===== src/rtl/muldiv_pkg.sv =====
// muldiv_pkg: shared encodings for the HI/LO multiply/divide sequencer.
//   - OP_*   : decoded mul/div opcode from the control unit (6/7 are illegal)
//   - SEL_*  : HI/LO write-data source select codes
//   - state_e: sequencer FSM states
//   - wb_sel : maps a captured MULT/MULTU/DIV/DIVU op to its HI/LO source
package muldiv_pkg;

    localparam logic [2:0] OP_MULT  = 3'd0;
    localparam logic [2:0] OP_MULTU = 3'd1;
    localparam logic [2:0] OP_DIV   = 3'd2;
    localparam logic [2:0] OP_DIVU  = 3'd3;
    localparam logic [2:0] OP_MTHI  = 3'd4;
    localparam logic [2:0] OP_MTLO  = 3'd5;

    localparam logic [2:0] SEL_DIVU  = 3'd0;
    localparam logic [2:0] SEL_DIV   = 3'd1;
    localparam logic [2:0] SEL_MULTU = 3'd2;
    localparam logic [2:0] SEL_RS    = 3'd3;
    localparam logic [2:0] SEL_MULT  = 3'd4;

    typedef enum logic [1:0] {
        ST_IDLE     = 2'd0,
        ST_MUL_WAIT = 2'd1,
        ST_DIV_WAIT = 2'd2,
        ST_WB       = 2'd3
    } state_e;

    function automatic logic [2:0] wb_sel(input logic [2:0] op);
        case (op)
            OP_MULT:  wb_sel = SEL_MULT;
            OP_MULTU: wb_sel = SEL_MULTU;
            OP_DIV:   wb_sel = SEL_DIV;
            default:  wb_sel = SEL_DIVU;
        endcase
    endfunction

endpackage


===== src/rtl/muldiv_cnt.sv =====
// muldiv_cnt: loadable down-counter with zero flag, times the multiplier latency.
// Ports:
//   clk, rst    : clock, asynchronous active-high reset (count -> 0)
//   load_i      : load load_val_i (has priority over dec_i)
//   load_val_i  : value to load
//   dec_i       : decrement by one; holds at zero
//   zero_o      : count is zero
module muldiv_cnt #(
    parameter int CNT_W = 4
) (
    input  logic             clk,
    input  logic             rst,
    input  logic             load_i,
    input  logic [CNT_W-1:0] load_val_i,
    input  logic             dec_i,
    output logic             zero_o
);

    logic [CNT_W-1:0] cnt_q, cnt_d;

    always_comb begin
        cnt_d = cnt_q;
        if (load_i)
            cnt_d = load_val_i;
        else if (dec_i && (cnt_q != '0))
            cnt_d = cnt_q - 1'b1;
    end

    always_ff @(posedge clk or posedge rst) begin
        if (rst) cnt_q <= '0;
        else     cnt_q <= cnt_d;
    end

    assign zero_o = (cnt_q == '0);

endmodule


===== src/rtl/muldiv_sched.sv =====
// muldiv_sched: sequencer for the shared HI/LO multiply/divide resources.
// Issues MULT/MULTU/DIV/DIVU/MTHI/MTLO, pulses the divider starts, waits out
// the multiplier latency or the divider busy handshake, then writes HI/LO.
// Ports:
//   clk, reset             : clock, asynchronous active-high reset
//   op_valid, op           : decoded request (sampled in IDLE only)
//   divisor_zero           : Rt==0 at issue
//   div_busy, divu_busy    : divider busy flags (observed in DIV_WAIT only)
//   div_start, divu_start  : one-cycle divider start pulses (IDLE decode)
//   hi_ena, lo_ena, hilo_sel : HI/LO write enables and source select
//   stall                  : hold PC while an op is in flight
//   done                   : one-cycle pulse in the write-back cycle
// Optional build macro MULDIV_DIV0_EXC_EN adds div0_exc, pulsed in the WB
// cycle of a divide by zero.
module muldiv_sched
    import muldiv_pkg::*;
#(
    parameter int MUL_LAT = 1,
    parameter int CNT_W   = 4
) (
    input  logic       clk,
    input  logic       reset,
    input  logic       op_valid,
    input  logic [2:0] op,
    input  logic       divisor_zero,
    input  logic       div_busy,
    input  logic       divu_busy,
    output logic       div_start,
    output logic       divu_start,
    output logic       hi_ena,
    output logic       lo_ena,
    output logic [2:0] hilo_sel,
    output logic       stall,
    output logic       done
`ifdef MULDIV_DIV0_EXC_EN
    ,
    output logic       div0_exc
`endif
);

    localparam logic [CNT_W-1:0] MUL_LOAD = CNT_W'(MUL_LAT - 1);

    state_e     state_q, state_d;
    logic [2:0] op_q, op_d;
    logic       nowrite_q, nowrite_d;
    logic       seen_busy_q, seen_busy_d;
    logic       cnt_load, cnt_dec, cnt_zero;
    logic       sel_busy;
    logic       exc;

    // Only the divider that was started is watched.
    assign sel_busy = (op_q == OP_DIVU) ? divu_busy : div_busy;

    muldiv_cnt #(.CNT_W(CNT_W)) u_cnt (
        .clk        (clk),
        .rst        (reset),
        .load_i     (cnt_load),
        .load_val_i (MUL_LOAD),
        .dec_i      (cnt_dec),
        .zero_o     (cnt_zero)
    );

    always_ff @(posedge clk or posedge reset) begin
        if (reset) begin
            state_q     <= ST_IDLE;
            op_q        <= '0;
            nowrite_q   <= 1'b0;
            seen_busy_q <= 1'b0;
        end else begin
            state_q     <= state_d;
            op_q        <= op_d;
            nowrite_q   <= nowrite_d;
            seen_busy_q <= seen_busy_d;
        end
    end

    always_comb begin
        state_d     = state_q;
        op_d        = op_q;
        nowrite_d   = nowrite_q;
        seen_busy_d = seen_busy_q;
        cnt_load    = 1'b0;
        cnt_dec     = 1'b0;
        case (state_q)
            ST_IDLE: begin
                if (op_valid) begin
                    case (op)
                        OP_MULT, OP_MULTU: begin
                            op_d      = op;
                            nowrite_d = 1'b0;
                            cnt_load  = 1'b1;
                            state_d   = ST_MUL_WAIT;
                        end
                        OP_DIV, OP_DIVU: begin
                            op_d = op;
                            if (divisor_zero) begin
                                nowrite_d = 1'b1;
                                state_d   = ST_WB;
                            end else begin
                                nowrite_d   = 1'b0;
                                seen_busy_d = 1'b0;
                                state_d     = ST_DIV_WAIT;
                            end
                        end
                        default: ;
                    endcase
                end
            end
            ST_MUL_WAIT: begin
                if (cnt_zero) state_d = ST_WB;
                else          cnt_dec = 1'b1;
            end
            ST_DIV_WAIT: begin
                // Wait for a busy rise then its fall, so a divider that is
                // slow to raise busy is not mistaken for one already done.
                if (sel_busy) seen_busy_d = 1'b1;
                if (seen_busy_q && !sel_busy) state_d = ST_WB;
            end
            ST_WB:   state_d = ST_IDLE;
            default: state_d = ST_IDLE;
        endcase
    end

    // All outputs forced low while reset is held, including IDLE decode.
    always_comb begin
        div_start  = 1'b0;
        divu_start = 1'b0;
        hi_ena     = 1'b0;
        lo_ena     = 1'b0;
        hilo_sel   = SEL_DIVU;
        stall      = 1'b0;
        done       = 1'b0;
        exc        = 1'b0;
        if (!reset) begin
            case (state_q)
                ST_IDLE: begin
                    if (op_valid) begin
                        case (op)
                            OP_MTHI: begin
                                hi_ena   = 1'b1;
                                hilo_sel = SEL_RS;
                            end
                            OP_MTLO: begin
                                lo_ena   = 1'b1;
                                hilo_sel = SEL_RS;
                            end
                            OP_MULT, OP_MULTU: stall = 1'b1;
                            OP_DIV: begin
                                stall     = 1'b1;
                                div_start = !divisor_zero;
                            end
                            OP_DIVU: begin
                                stall      = 1'b1;
                                divu_start = !divisor_zero;
                            end
                            default: ;
                        endcase
                    end
                end
                ST_MUL_WAIT, ST_DIV_WAIT: stall = 1'b1;
                ST_WB: begin
                    done     = 1'b1;
                    hilo_sel = wb_sel(op_q);
                    hi_ena   = !nowrite_q;
                    lo_ena   = !nowrite_q;
                    exc      = nowrite_q;
                end
                default: ;
            endcase
        end
    end

`ifdef MULDIV_DIV0_EXC_EN
    assign div0_exc = exc;
`else
    logic unused_exc;
    assign unused_exc = exc;
`endif

endmodule


===== config.mk =====
export PLATFORM = sky130hd
export DESIGN_NAME = muldiv_sched
export DESIGN_NICKNAME = d
export VERILOG_FILES = /design/src/rtl/muldiv_pkg.sv /design/src/rtl/muldiv_cnt.sv /design/src/rtl/muldiv_sched.sv
export SDC_FILE = /design/constraint.sdc
export NUM_CORES = 1
export LEC_CHECK = 0
export BUFFER_PORTS_ARGS = -buffer_cell sky130_fd_sc_hd__buf_2
export CAP_MARGIN = 10
export CORE_UTILIZATION = 40
export DETAILED_ROUTE_END_ITERATION = 10
export SLEW_MARGIN = 20
export SYNTH_ARGS = -nofsm -noshare
export SYNTH_HDL_FRONTEND = slang
export SYNTH_SLANG_ARGS = --single-unit
export TNS_END_PERCENT = 50

===== constraint.sdc =====
create_clock -name clk -period 4.8 [get_ports clk]
set_input_delay 0.96 -clock clk [delete_from_list [all_inputs] [get_ports clk]]
set_output_delay 0.96 -clock clk [all_outputs]
set_load 0.02 [all_outputs]

==> key figures, run 1 <==
Place
  – Placed insts: 130
  – Placer Congestion: 0.815
  – HPWL Detailed: 1340 µm
  – I/O Buffers: 17

Clocking
  – CTS Buffer Depth: 2
  – Post-CTS Resized: 0
  – H-tree depth: 1
  – Post-CTS Hold Buffers: 0
  – Post-CTS Repair Setup Buffers: 0
  – Reg clk slew, reported paths: 0.08 ns
  – CTS tree: done
  – Root Driver: clkbuf_4
  – Total CTS buffers: 3
  – Clk sinks: 11
  – Worst skew pair latency: 0.27 ns

Drt
  – DR WL met2: 815 µm
  – Via count: 667
  – DR DRC count: 0
  – ANT nets after route: 0
  – Uppermost routed layer: met3
  – Met3 wire length: 47 µm
  – DR iter-0 viols: 9
  – Avg WL per Cell: 12.6 µm
  – WL final: 1690 µm
  – Met1 Wirelength: 825 µm
  – Drt first pass iters: 3
  – DR vias/cell: 4.98

Layout
  – Layout cells sized above 1: 23.9%
  – Area growth syn-to-layout: 18.7%
  – Nets: 126
  – Fillers: 198
  – Layout Utilization: 51.8%
  – Cell Count, Final, Fillers Out: 134
  – N_diodes: 0

STA
  – Final min period: 3.05 ns
  – Layout Skew: 0.00773 ns
  – Fmax: 328 MHz
  – Unrepaired setup endpoints after global routing: false
  – Fin Hold WS: 0.500 ns
  – Max Slew Vio Count: 0
  – Final Hold Viols: 0
  – Max-slew headroom: 65.2%
  – Final setup fails: 0
  – Least-Margin Pin Slew: 0.522 ns
  – Final cycle utilization of the critical path: 63.5%
  – TNS Setup: 0 ns

Logic synthesis
  – Synth cell count leaders: inv_1, dfrtp_1, nor2_1, a21oi_1
  – Synthesis warning total: 0
  – Post-Synth XOR/XNOR Area: 2.27%
  – Multiplexer share of the synthesized area: 4.38%
  – Seq/Total Area, Yosys: 35.7%
  – Syn_area_per_cell: 8.76 µm²
  – Area leader, netlist: dfrtp_1
  – Compound-gate portion of the synthesized area: 15.9%
  – Largest family of logic cells by synthesized area: simple AND/OR/NAND/NOR gates
  – Synth cell types: 26
  – Post-synthesis simple-gate area fraction: 24.5%
  – Most common cell in the netlist: inv_1
  – Primary FF master, synth: dfrtp_1
  – Synth top area cells: dfrtp_1, ha_1, inv_1, a21oi_1, nor2_1
  – Gate Count Post-Synth: 88
  – Post-synth EDFFs: 0
  – Synth Area in Adders: 11.4%
  – Post-synth ARST share: 100%
  – Post-Synthesis Net Count: 104
  – Synth Register Bits: 11
  – Mapped Area: 771 µm²
  – Area share of the largest cell type after synthesis: 35.7%

Die
  – Die Y: 45.9 µm
  – FP Rows: 15
  – Full die area: 0.00211 mm²
  – Core ar.: 0.00176 mm²
  – I/O pins: 18
  – Die X: 45.9 µm
  – Initial core utilization: 43.7%

Run
  – Max_cap viols: 0

Critical path
  – Startpoint Class: register
  – Crit Path Max Fanout: 9
  – CP cell instances: inv_1 > ha_1 > nor2b_1 > nand2_1 > nor4_1 > buf_2
  – Worst setup path class: reg2out
  – Crit end category: primary output
  – Crit path buffers/inverters: 2
  – Worst EP required: 3.84 ns
  – Worst stage delay on the critical path: 0.44 ns
  – CP delay by family, top: simple AND/OR/NAND/NOR gates
  – CP arrival: 2.09 ns
  – CP max stage cell: dfrtp_1

GRT
  – Vias in the first global route: 639
  – Initial antenna violation count: 0
  – Largest net degree at the start of global routing: 13
  – Total gr overflow: 0
  – First-pass GRT wire length: 2820 µm
  – GRT Util Overall: 19.1%

Run status
  – Outcome: finished, final reports clean

Power and ir drop
  – PwrDens: 576 mW/mm²
  – Overall power: 526 µW
  – Lkg Pwr: 0.000458 µW
  – Worst ir drop on vdd: 0.000256 V

Worst hold path
  – Worst Hold Class: reg2reg
==> routing by layer <==
| layer | track usage, % | up-vias |
|---|---|---|
| li1 | - | 345 |
| met2 | 32.1 | 12 |
| met4 | 5.29 | 0 |
| met1 | 23.4 | 310 |
| met3 | 5.95 | 0 |
| met5 | 0 | - |
==> kinds of logic (layout without fill, tap and decap cells) <==
kind of cell	count (synthesis)	in the layout
DFF	11	11
buffers and inverters	12	33
and+or+nand+nor	34	34
xor gates and xnor gates	2	2
adders and majority gates	7	7
muxes	3	3
AOI/OAI and AO/OA	19	19
==> registers in the layout, summed over array words and instances (netlist names) <==
name and count:
state_q 2, seen_busy_q 1, u_cnt.cnt_q 4, nowrite_q 1, op_q 3
==> metrics by stage <==
step	worst slack, ns	cell area [µm²]
4_1_cts	1.76	915
6_report	1.75	915
2_1_floorplan	1.79	771
3_5_place_dp	1.76	887
3_3_place_gp	1.81	887
5_1_grt	1.50	915
==> final cells by class <==
| class | instances | area (µm²) | area share, % |
|---|---|---|---|
| Multi-Input combinational cell | 65 | 450 | 49.2 |
| Inverter | 12 | 45.0 | 4.92 |
| Clock inverter | 1 | 5.00 | 0.547 |
| Clock buffer | 3 | 22.5 | 2.46 |
| Timing Repair Buffer | 17 | 85.1 | 9.30 |
| Sequential cell | 11 | 275 | 30.1 |
| Tap cell | 25 | 31.3 | 3.42 |
==> report_power, final <==
part,internal (µW),total [µW],switching [µW]
sequential,136,176,40.6
combinational,130,288,158
clock,30.8,61.8,31.1
==> worst paths after layout <==
check / to / start / depth (start not counted) / slack (ns)
max: div_start / state_q[0] / 6 / 1.75
min: nowrite_q / nowrite_q / 2 / 0.50
max reg2reg: u_cnt.cnt_q[0] / state_q[0] / 6 / 2.93
min reg2reg: nowrite_q / nowrite_q / 2 / 0.50
max in group asynchronous: u_cnt.cnt_q[2] / reset / 2 / 3.74
min in group asynchronous: op_q[0] / reset / 2 / 0.73
==> layout by cell type, fill, tap and decap left out, types with 2 or more instances in the layout <==
cell,Yosys,routed
buf_2,0,17
nand4b_1,2,2
nor2b_1,3,3
mux2_2,3,3
xnor2_1,2,2
clkbuf_4,0,3
nand2_1,7,7
a211oi_1,3,3
inv_1,12,12
nand2b_1,2,2
nor3b_1,3,3
dfrtp_1,11,11
nor2_1,10,10
ha_1,7,7
a21oi_1,8,8
o21ai_0,3,3
==> worst min-delay path, stage by stage (launching register included) <==
cell and delay, ns:
dfrtp_1 0.35, nand2_1 0.05, o21ai_0 0.07
(Power assumes the default switching activity.)
==> run 2, diff against run 1 <==
- clock period: 4.8 -> 2.7 ns (I/O delays scaled with it)
==> run 2 against run 1 <==
First-iteration DRC count down 33%. Global-route usage about the same. Hold slack worse by 0.19 ns. Clock power up 91%. Sequential power up 74%. Register-to-register slack worse by 2.0 ns. Largest cell class unchanged. Sequential share of layout area down 0.37 points. Critical endpoint is now divu_start. Worst setup slack worse by 1.6 ns. Final area up 1.2%.
==> key figures, run 2 (synthesized netlist as in run 1, its figures left out) <==
Drt
  – DR iter-0 viols: 6
  – Avg WL per Cell: 12.5 µm
  – DR vias/cell: 5.04
  – Via count: 680
  – DR DRC count: 0
  – Drt first pass iters: 6
  – WL final: 1690 µm
  – ANT nets after route: 0

Layout
  – Nets: 127
  – Most frequent cells in the layout: buf_2, inv_1, dfrtp_1, nor2_1, a21oi_1
  – Largest regs: u_cnt.cnt_q (4), op_q (3), state_q (2)
  – Commonest non-fill, non-tap cell in the layout: buf_2
  – Area growth syn-to-layout: 20.1%
  – Fillers: 199
  – N_diodes: 0
  – Finished Cell Area: 926 µm²
  – Flip-flop and latch area: 275 µm²
  – Multi-input gate area: 455 µm²
  – Reg with most FFs: u_cnt.cnt_q
  – Layout cells sized above 1: 25.5%
  – Max reg flops: 4

GRT
  – Total gr overflow: 0
  – Met3 Use GR: 4.76%
  – Grt met2 use: 30.7%
  – Global Route met1 Usage: 24.6%
  – First-pass GRT wire length: 2770 µm
  – Largest net degree at the start of global routing: 12
  – GRT Util Overall: 19.1%
  – Grt peak-use layer: met2
  – Initial antenna violation count: 0
  – Vias in the first global route: 626

Clocking
  – Root Driver: clkbuf_4
  – Reg clk slew, reported paths: 0.07 ns
  – Clk sinks: 11
  – Post-CTS Resized: 0
  – Post-CTS Hold Buffers: 0
  – Post-CTS Repair Setup Buffers: 0
  – CTS Buffer Depth: 2
  – Total CTS buffers: 3
  – Worst skew pair latency: 0.27 ns
  – CTS tree: done
  – H-tree depth: 1

Critical path
  – Worst EP required: 2.16 ns
  – R2R depth: 6
  – Worst setup path class: reg2out
  – Crit end category: primary output
  – CP max stage cell: dfrtp_1
  – Crit Path Max Fanout: 9
  – Worst stage delay on the critical path: 0.43 ns
  – CP arrival: 1.97 ns
  – CP cell instances: inv_1 > ha_2 > nor2b_1 > nand2_2 > nor4b_1 > buf_2
  – Startpoint Class: register

STA
  – Max Slew Vio Count: 0
  – Max-slew headroom: 65.3%
  – Final Hold Viols: 0
  – Least-Margin Pin Slew: 0.521 ns
  – Final setup fails: 0
  – Final cycle utilization of the critical path: 92.9%
  – Layout Skew: 0.00211 ns
  – Setup ws final: 0.191 ns
  – Fmax: 399 MHz
  – Final min period: 2.51 ns

Place
  – I/O Buffers: 17
  – Placer Congestion: 0.810
  – Post-Place Worst Slack: 0.397 ns
  – Placed cell areas: 895 µm²
  – HPWL Detailed: 1290 µm

Power and ir drop
  – PwrDens: 1030 mW/mm²
  – Worst ir drop on vdd: 0.000518 V
  – Lkg Pwr: 0.000459 µW

Die
  – Full die area: 0.00211 mm²
  – Core ar.: 0.00176 mm²
  – Initial core utilization: 43.7%
  – I/O pins: 18
  – FP Rows: 15
  – Die X: 45.9 µm
  – Die Y: 45.9 µm

Run status
  – Outcome: finished, final reports clean

Worst hold path
  – Worst Hold Class: in2async

Run
  – Max_cap viols: 0
-- run 2: report_power, final --
group,switching (µW),total [µW],leakage (µW),internal [µW]
clock,60.4,118,0.0000150,57.3
sequential,65.4,307,0.000134,241
combinational,290,529,0.000311,239
total,416,953,0.000459,537
-- run 2: worst paths after layout --
path,start,end,slack [ns]
min in group clk,nowrite_q,nowrite_q,0.49
worst min-delay path,reset,op_q[1],0.31
worst min register to register,nowrite_q,nowrite_q,0.49
worst max-delay path,state_q[0],divu_start,0.19
worst max register to register,state_q[0],u_cnt.cnt_q[0],0.95
max in group asynchronous,reset,seen_busy_q,2.24
-- run 2: worst max-delay path: cells and delay by family, from the launching register on --
kind          cells  cell delay [ns]
simple gates      3             0.68
fa+ha+maj         1             0.26
buf+inv           2             0.32
flops             1             0.43
-- run 2: cell type report --
type,count,area share (%)
Inverter,12,4.86
Timing Repair Buffer,18,10.0
Multi-Input combinational cell,65,49.2
Sequential cell,11,29.7
Tap cell,25,3.38
Clock buffer,4,2.84
-- run 2: stage by stage --
stage | std cells | total power (µW) | TNS, ns | hold slack (ns) | util (%)
5_1_grt | 135 | 1050 | -0.00616 | 0.333 | 52.5
3_3_place_gp | 131 | 824 | 0 | 0.480 | 50.7
6_report | 135 | 953 | 0 | 0.313 | 52.5
2_1_floorplan | 88 | 704 | 0 | 0.401 | -
4_1_cts | 135 | 956 | 0 | 0.306 | 52.2
3_5_place_dp | 131 | 831 | 0 | 0.480 | 50.7
-- run 2: routing by layer --
| layer | vias up | wire length, µm |
|---|---|---|
| met5 | - | 0 |
| met4 | 0 | 24 |
| met3 | 4 | 80 |
| met2 | 16 | 774 |
| met1 | 314 | 811 |
| li1 | 346 | - |
==> run 3, diff against run 2 <==
- SYNTH_HIERARCHICAL: unset -> 1
==> run 3 against run 2 <==
Flip-flop and latch count stayed put. First-iteration DRC count up 120%. Non-clock buffer count up 3. Die area rose by 7.7%. Final area rose by 9.2%. Combinational power grew 5.5%. Clock skew fell by 0.0014 ns. Largest power group unchanged. Critical path type unchanged. Global-route usage fell by 0.36 points. Synthesized area increased by 8.1%.
==> key figures, run 3 <==
STA
  – Max Slew Vio Count: 0
  – Setup ws final: 0.294 ns
  – Final min period: 2.41 ns
  – Layout Skew: 0.000663 ns
  – Fin Hold WS: 0.200 ns
  – Final cycle utilization of the critical path: 89.1%
  – Unrepaired setup endpoints after global routing: false
  – TNS Setup: 0 ns
  – Fmax: 416 MHz
  – Final setup fails: 0
  – Final Hold Viols: 0

Critical path
  – Worst EP required: 2.16 ns
  – Worst setup path class: reg2out
  – Crit end category: primary output
  – Crit Path Max Fanout: 7
  – CP arrival: 1.87 ns
  – Startpoint Class: register

Clocking
  – Post-CTS Resized: 0
  – Worst skew pair latency: 0.27 ns
  – H-tree depth: 1
  – Reg clk slew, reported paths: 0.07 ns
  – Root Driver: clkbuf_4
  – Clk sinks: 11
  – CTS Buffer Depth: 2
  – Total CTS buffers: 3
  – CTS tree: done
  – Post-CTS Hold Buffers: 0
  – Post-CTS Repair Setup Buffers: 0

Logic synthesis
  – Post-synth EDFFs: 0
  – Synthesis warning total: 6
  – Seq/Total Area, Yosys: 33.0%
  – Synth cell count leaders: dfrtp_1, nand2_1, inv_1, a21oi_1, ha_1
  – Gate Count Post-Synth: 95
  – Area leader, netlist: dfrtp_1
  – Mapped Area: 833 µm²
  – Synth cell types: 37
  – Area share of the largest cell type after synthesis: 33.0%
  – Primary FF master, synth: dfrtp_1
  – Syn_area_per_cell: 8.77 µm²
  – Synth top area cells: dfrtp_1, ha_1, nand2_1, a21oi_1, inv_1
  – Post-synth ARST share: 100%
  – Synth Register Bits: 11

Layout
  – Reg with most FFs: u_cnt/cnt_q
  – Largest regs: u_cnt/cnt_q (4), op_q (3), state_q (2)
  – Nets: 137
  – Layout cells sized above 1: 26.4%
  – Max reg flops: 4
  – Commonest non-fill, non-tap cell in the layout: buf_2
  – Finished Cell Area: 0.00101 mm²
  – Area growth syn-to-layout: 21.3%
  – N_diodes: 0
  – Most frequent cells in the layout: buf_2, nand2_1, dfrtp_1, inv_1, a21oi_1

Place
  – HPWL Detailed: 1460 µm
  – Placer Congestion: 0.761
  – I/O Buffers: 17
  – Post-Place Worst Slack: 0.457 ns
  – Placed cell areas: 985 µm²

Drt
  – ANT nets after route: 0
  – Avg WL per Cell: 12.2 µm
  – Via count: 747
  – DR iter-0 viols: 13
  – DR DRC count: 0
  – DR vias/cell: 5.05
  – WL final: 1810 µm
  – Drt first pass iters: 4

GRT
  – Initial antenna violation count: 0
  – GRT Util Overall: 18.8%
  – First-pass GRT wire length: 2870 µm
  – Largest net degree at the start of global routing: 8
  – Total gr overflow: 0
  – Vias in the first global route: 694

Power and ir drop
  – Sequential power share: 32.1%
  – Overall power: 990 µW
  – Sw Ratio: 43.1%
  – Worst ir drop on vdd: 0.000467 V
  – Int Power: 563 µW
  – Net Switching: 427 µW
  – Lkg Pwr: 0.000511 µW
  – Logic pwr share: 56.4%
  – PwrDens: 979 mW/mm²
  – Clock power frac: 11.5%

Die
  – Initial core utilization: 42.5%
  – I/O pins: 18
  – Die X: 47.6 µm
  – FP Rows: 16
  – Core ar.: 0.00196 mm²
  – Die Y: 47.6 µm
  – Full die area: 0.00227 mm²

Run
  – Max_cap viols: 0

Run status
  – Outcome: finished, final reports clean

Worst hold path
  – Worst Hold Class: in2async
## run 3: area by class of cell
type / count / area (µm²)
Sequential cell: 11 / 275
Fill cell: 214 / 951
Inverter: 10 / 37.5
Clock buffer: 4 / 26.3
Timing Repair Buffer: 21 / 115
Tap cell: 27 / 33.8
Multi-Input combinational cell: 75 / 523
## run 3: power groups by stage
stage	Clock, µW	Combinational, µW	Sequential (µW)
floorplan	0	428	300
global placement	0	549	317
detailed placement	0	563	320
CTS	123	565	318
global route	128	634	329
finish	114	558	317
## run 3: final timing paths
check,depth (start not counted),endpoint,slack (ns),from
worst max register to register,7,u_cnt/cnt_q[3],0.70,state_q[0]
worst min register to register,2,nowrite_q,0.48,nowrite_q
max in group asynchronous,3,nowrite_q,2.28,reset
worst min-delay path,2,u_cnt/cnt_q[0],0.20,reset
min in group clk,2,nowrite_q,0.48,nowrite_q
worst max-delay path,6,stall,0.29,state_q[0]
## run 3: per-stage QoR
stage	instances	util, %
after floorplan	98	-
after global placement	144	50.2
after detailed placement	144	50.2
after CTS	148	51.5
after global routing	148	51.5
final	148	51.5
## run 3: cell families after synthesis
family	after synthesis	share of synthesized area [%]
compound gates	21	16.5
fa+ha+maj	6	9.01
buf+inv	12	5.56
flops	11	33.0
mux	5	6.46
other cells	1	0.450
simple gates	39	29.0
## run 3: critical path: stages (launching register included)
cell and delay (ns):
dfrtp_1 0.41, inv_1 0.11, ha_1 0.17, nand2_1 0.08, or2_1 0.32, a211oi_1 0.29
buf_2 0.21
## run 3: routing by layer
layer / share of wire, % / vias up / wire length [µm] / track usage (%)
met2: 48 / 19 / 868 / 32.1
met3: 4.6 / 4 / 84 / 3.77
met1: 46 / 344 / 823 / 22.1
met5: 0 / - / 0 / 0
met4: 1.7 / 0 / 31 / 10.0
li1: - / 380 / - / -
